==> src/rtl/irq_priority_ctrl.sv <==
// Eight-source edge-triggered interrupt controller: records rising edges as pending
// and presents the highest-priority unmasked one until the consumer acknowledges it.
module irq_priority_ctrl (
  input  logic       clk,
  input  logic       rst_n,
  input  logic [7:0] irq_in,
  input  logic [7:0] mask,
  input  logic       ack,
  output logic       irq_valid,
  output logic [2:0] irq_id,
  output logic [7:0] pending
);

  typedef enum logic [1:0] {
    IDLE = 2'b00,
    REQ  = 2'b01,
    GAP  = 2'b10
  } state_t;

  state_t     state;
  state_t     state_nxt;
  logic [7:0] irq_q;
  logic [7:0] rise;
  logic [7:0] elig;
  logic [7:0] ack_clr;
  logic [7:0] pending_nxt;
  logic       irq_valid_nxt;
  logic [2:0] irq_id_nxt;
  logic [2:0] top_idx;

  assign rise = irq_in & ~irq_q;
  assign elig = pending & ~mask;

  // Ascending scan so the last hit, i.e. the highest set bit, wins.
  always_comb begin
    top_idx = 3'd0;
    for (int i = 0; i < 8; i++) begin
      if (elig[i]) begin
        top_idx = 3'(i);
      end
    end
  end

  always_ff @(posedge clk or negedge rst_n) begin
    if (!rst_n) begin
      state <= IDLE;
    end else begin
      state <= state_nxt;
    end
  end

  always_comb begin
    state_nxt = IDLE;
    case (state)
      IDLE:    state_nxt = (|elig) ? REQ : IDLE;
      REQ:     state_nxt = ack ? GAP : REQ;
      GAP:     state_nxt = IDLE;
      default: state_nxt = IDLE;
    endcase
  end

  always_comb begin
    irq_valid_nxt = 1'b0;
    irq_id_nxt    = 3'd0;
    ack_clr       = 8'h00;
    case (state)
      IDLE: begin
        if (|elig) begin
          irq_valid_nxt = 1'b1;
          irq_id_nxt    = top_idx;
        end
      end
      REQ: begin
        if (ack) begin
          ack_clr = 8'h01 << irq_id;
        end else begin
          irq_valid_nxt = irq_valid;
          irq_id_nxt    = irq_id;
        end
      end
      default: begin
        irq_valid_nxt = 1'b0;
        irq_id_nxt    = 3'd0;
      end
    endcase
  end

  // A rise on the acknowledge edge must survive the clear, so rise is OR-ed in last.
  assign pending_nxt = (pending & ~ack_clr) | rise;

  // irq_q resets high so lines already asserted at reset release do not look like new edges.
  always_ff @(posedge clk or negedge rst_n) begin
    if (!rst_n) begin
      irq_q     <= 8'hFF;
      pending   <= 8'h00;
      irq_valid <= 1'b0;
      irq_id    <= 3'd0;
    end else begin
      irq_q     <= irq_in;
      pending   <= pending_nxt;
      irq_valid <= irq_valid_nxt;
      irq_id    <= irq_id_nxt;
    end
  end

endmodule
==> config.mk <==
export PLATFORM = sky130hd
export DESIGN_NAME = irq_priority_ctrl
export DESIGN_NICKNAME = d
export VERILOG_FILES = /design/src/rtl/irq_priority_ctrl.sv
export SDC_FILE = /design/constraint.sdc
export NUM_CORES = 1
export LEC_CHECK = 0
export BUFFER_PORTS_ARGS = -buffer_cell sky130_fd_sc_hd__buf_4
export CORE_MARGIN = 2
export CORE_UTILIZATION = 43
export DETAILED_ROUTE_END_ITERATION = 8
export GPL_TIMING_DRIVEN = 0
export PLACE_DENSITY = 0.68
export SLEW_MARGIN = 5
export SYNTH_ARGS = -nofsm -noshare
export SYNTH_HDL_FRONTEND = slang
export SYNTH_SLANG_ARGS = --single-unit
==> constraint.sdc <==
create_clock -name clk -period 1.2 [get_ports clk]
set_input_delay 0.3 -clock clk [delete_from_list [all_inputs] [get_ports clk]]
set_output_delay 0.3 -clock clk [all_outputs]
set_load 0.005 [all_outputs]
==> flow_metrics.tcl <==
set metrics [dict create \
    synthesis.nets 104 \
    synth.most_common_cell "dfrtp_1" \
    cts.path.max_buffers 2 \
    timing.final.ws_setup_ns -0.0941 \
    drive_gt1_share_pct 53.0 \
    hold_path_depth 1 \
    internal-power_mw 1.77 \
    die_w_um 51.2 \
    rows 17 \
    syn_inst 85 \
    clk_latency_ns 0.31 \
    arrival_ns 1.51 \
    drc_errors 0 \
    portBuffers 30 \
    cts_root_buf "clkbuf_4" \
    critPathLaunch "pending[6]" \
    avgSynthCellArea_um2 11.2 \
    wl_mm 2.08 \
    clock-sinks 22 \
    power_switching_mw 0.858 \
    synth_top_area_share_pct 36.6 \
    r2r_end "state[0]" \
    placed_cells_incl_taps 143 \
    routabilityCongestion 0.779 \
    fp.dieH_um 51.2 \
    die-area_um2 2620 \
    synth.cell_area_um2 956 \
    gr-total-overflow 0 \
    finalClockSkew_ns 0.0137 \
    syn2layout_area_growth_pct 46.6 \
    fmax_ghz 0.773 \
    ff2ff_path_depth 4 \
    powerDensity_nw_per_um2 1880 \
    multi_input_area_um2 383 \
    io_pins 31 \
    start_util_pct 44.5 \
    n_antenna_cell 0 \
    cts_max_level 1 \
    finalCritPeriodShare_pct 108 \
    dp_hpwl_mm 1.45 \
    crit_required_ns 1.42 \
    maxCapViolations 0 \
    cts_tree "done" \
    avgViaCountPerCell 4.86 \
    maxSlewViolCount 0 \
    hp-class "primary input to flop" \
    vias 778 \
    power_frac_comb_pct 45.1 \
    yosys_warnings 0 \
    drtAntennaViolNets 0 \
    worst_setup_path_end_kind "flop" \
    ys_seq_area_share_pct 58.6 \
    synth.distinct_cells 23 \
    synthTopCellsByArea "dfrtp_1 37%, dfstp_2 22%, nor2b_4 5.8%" \
    first_pass_iters 4 \
    status "finished with violations" \
    switching_share_pct 32.6 \
    hold_start "irq_in[5]" \
    start_kind "flop" \
    final-seq-area_um2 564 \
    path_clk_slew_ns 0.12 \
    grt_max_degree 23 \
    slew-limit-headroom_pct 80.4 \
    leakage_nw 0.672 \
    hold_viol 0 \
    power_mw 2.63 \
    crit_fanout 3 \
    seqPwrFrac_pct 41.6 \
    period_needed_ns 1.29 \
    synth_commonest_cells "14 x dfrtp_1, 11 x inv_1, 8 x dfstp_2, 8 x o21ai_1, 7 x o21ai_0" \
    drt_first_iter_violations 4 \
    fillers 191 \
    synth_edf_count 0 \
    grt_pass1_wl_mm 3.33 \
    p_clk_share_pct 13.3 \
    final_cells 160 \
    ys.flop_type "dfrtp_1" \
    gr-usage-all-layers_pct 18.0 \
    grt_antenna_before_repair 0 \
    reg2reg_slack_ns -0.09 \
    core_um2 2150 \
    rsz0062_at_grt "yes" \
    crit_type "flop to flop" \
    grt_pass1_vias 765 \
    r2r-start "pending[6]" \
    cts_buffers 3 \
    yosys.area.top_type "dfrtp_1" \
    violations "negative setup slack" \
    ir_drop_mv 0.915 \
    hold_end "irq_q[5]" \
    ys_seq_elements 22 \
    worst_slew_pin_slew_ns 0.295 \
    nNetsFinal 152 \
    wl_per_cell_um 13.0 \
    finalSetupViolations 7 \
    async_reset_ff_share_pct 100 \
]
-- flip-flops by register name, indices dropped and copies added, names as in the netlist --
name       flops
irq_id         3
irq_valid      1
irq_q          8
pending        8
state          2
-- kinds of logic (layout without fill, tap and decap cells) --
logic type             count (synthesis)  in the layout  synth area share [%]
DFF                                   22             22                  58.6
buffers and inverters                 11             58                  4.32
AOI/OAI and AO/OA                     26             26                  19.4
and+or+nand+nor                       26             26                  17.7
-- worst max-delay path: stages, from the launching register on --
cell and delay, ns:
dfrtp_1 0.43, and2b_2 0.24, a2111oi_4 0.23, a211o_1 0.22
o21ai_1 0.08
-- per-layer routing --
layer	vias to the layer above	track usage (%)	part of all wire [%]
met5	-	0	0
met4	0	13.1	3.1
met3	6	3.80	4.9
met2	21	28.6	49
met1	371	21.5	43
li1	380	-	-
-- power groups by stage --
| stage | logic [mW] | registers [mW] | clock network, mW |
|---|---|---|---|
| 2_1_floorplan | 0.397 | 1.11 | 0 |
| 3_3_place_gp | 0.748 | 1.14 | 0 |
| 3_5_place_dp | 0.761 | 1.15 | 0 |
| 4_1_cts | 0.923 | 1.10 | 0.361 |
| 5_1_grt | 1.29 | 1.11 | 0.403 |
| 6_report | 1.19 | 1.09 | 0.350 |
-- timing repair --
| item | 4_1_cts | 5_1_grt |
|---|---|---|
| hold endpoints to repair | 14 | 0 |
| hold buffers | 1 | 0 |
| buffers inserted | 5 | 7 |
| gates cloned | 0 | 0 |
| resized for setup | 4 | 16 |
| pin swaps | 2 | 7 |
| endpoints found under the setup margin | 13 | 23 |
-- worst max path at each step --
stage          cells after the start   endpoint  slack [ns]
6_report                           4   state[0]       -0.09
5_1_grt                            4   state[0]       -0.17
3_5_place_dp                       4  irq_id[0]       -0.09
3_3_place_gp                       4  irq_id[0]       -0.10
4_1_cts                            4  irq_id[0]       -0.10
2_1_floorplan                      4  irq_id[0]       -0.01
-- layout by cell type (no fill, tap or decap), drive strengths merged, types with 2 or more instances in the layout --
cell type and n:
a2111oi 2, dfstp 8, dfrtp 14, a21o 2, buf 42, clkbuf 4, nand2b 6, nor2b 6
o21ai 15, nand2 6, inv 11, nor2 5
-- layout make-up --
class / instances / area share (%)
sequential: 22 / 40.3
tap: 28 / 2.50
multi-input combinational: 52 / 27.3
inverter: 11 / 2.95
timing repair buffer: 43 / 25.1
clock buffer: 4 / 1.88
-- through the flow --
| stage | util, % | instance area (um2) | hold WS (ns) | worst slack [ns] | setup TNS (ns) |
|---|---|---|---|---|---|
| 2_1_floorplan | - | 956 | 0.00441 | -0.0111 | -0.0158 |
| 3_3_place_gp | 56.6 | 1220 | 0.200 | -0.102 | -0.327 |
| 3_5_place_dp | 56.6 | 1220 | 0.206 | -0.0874 | -0.311 |
| 4_1_cts | 60.5 | 1300 | 0.0811 | -0.105 | -0.441 |
| 5_1_grt | 65.2 | 1400 | 0.0586 | -0.168 | -1.15 |
| 6_report | 65.2 | 1400 | 0.0818 | -0.0941 | -0.498 |
No activity file was read; power rests on OpenSTA's default activity.
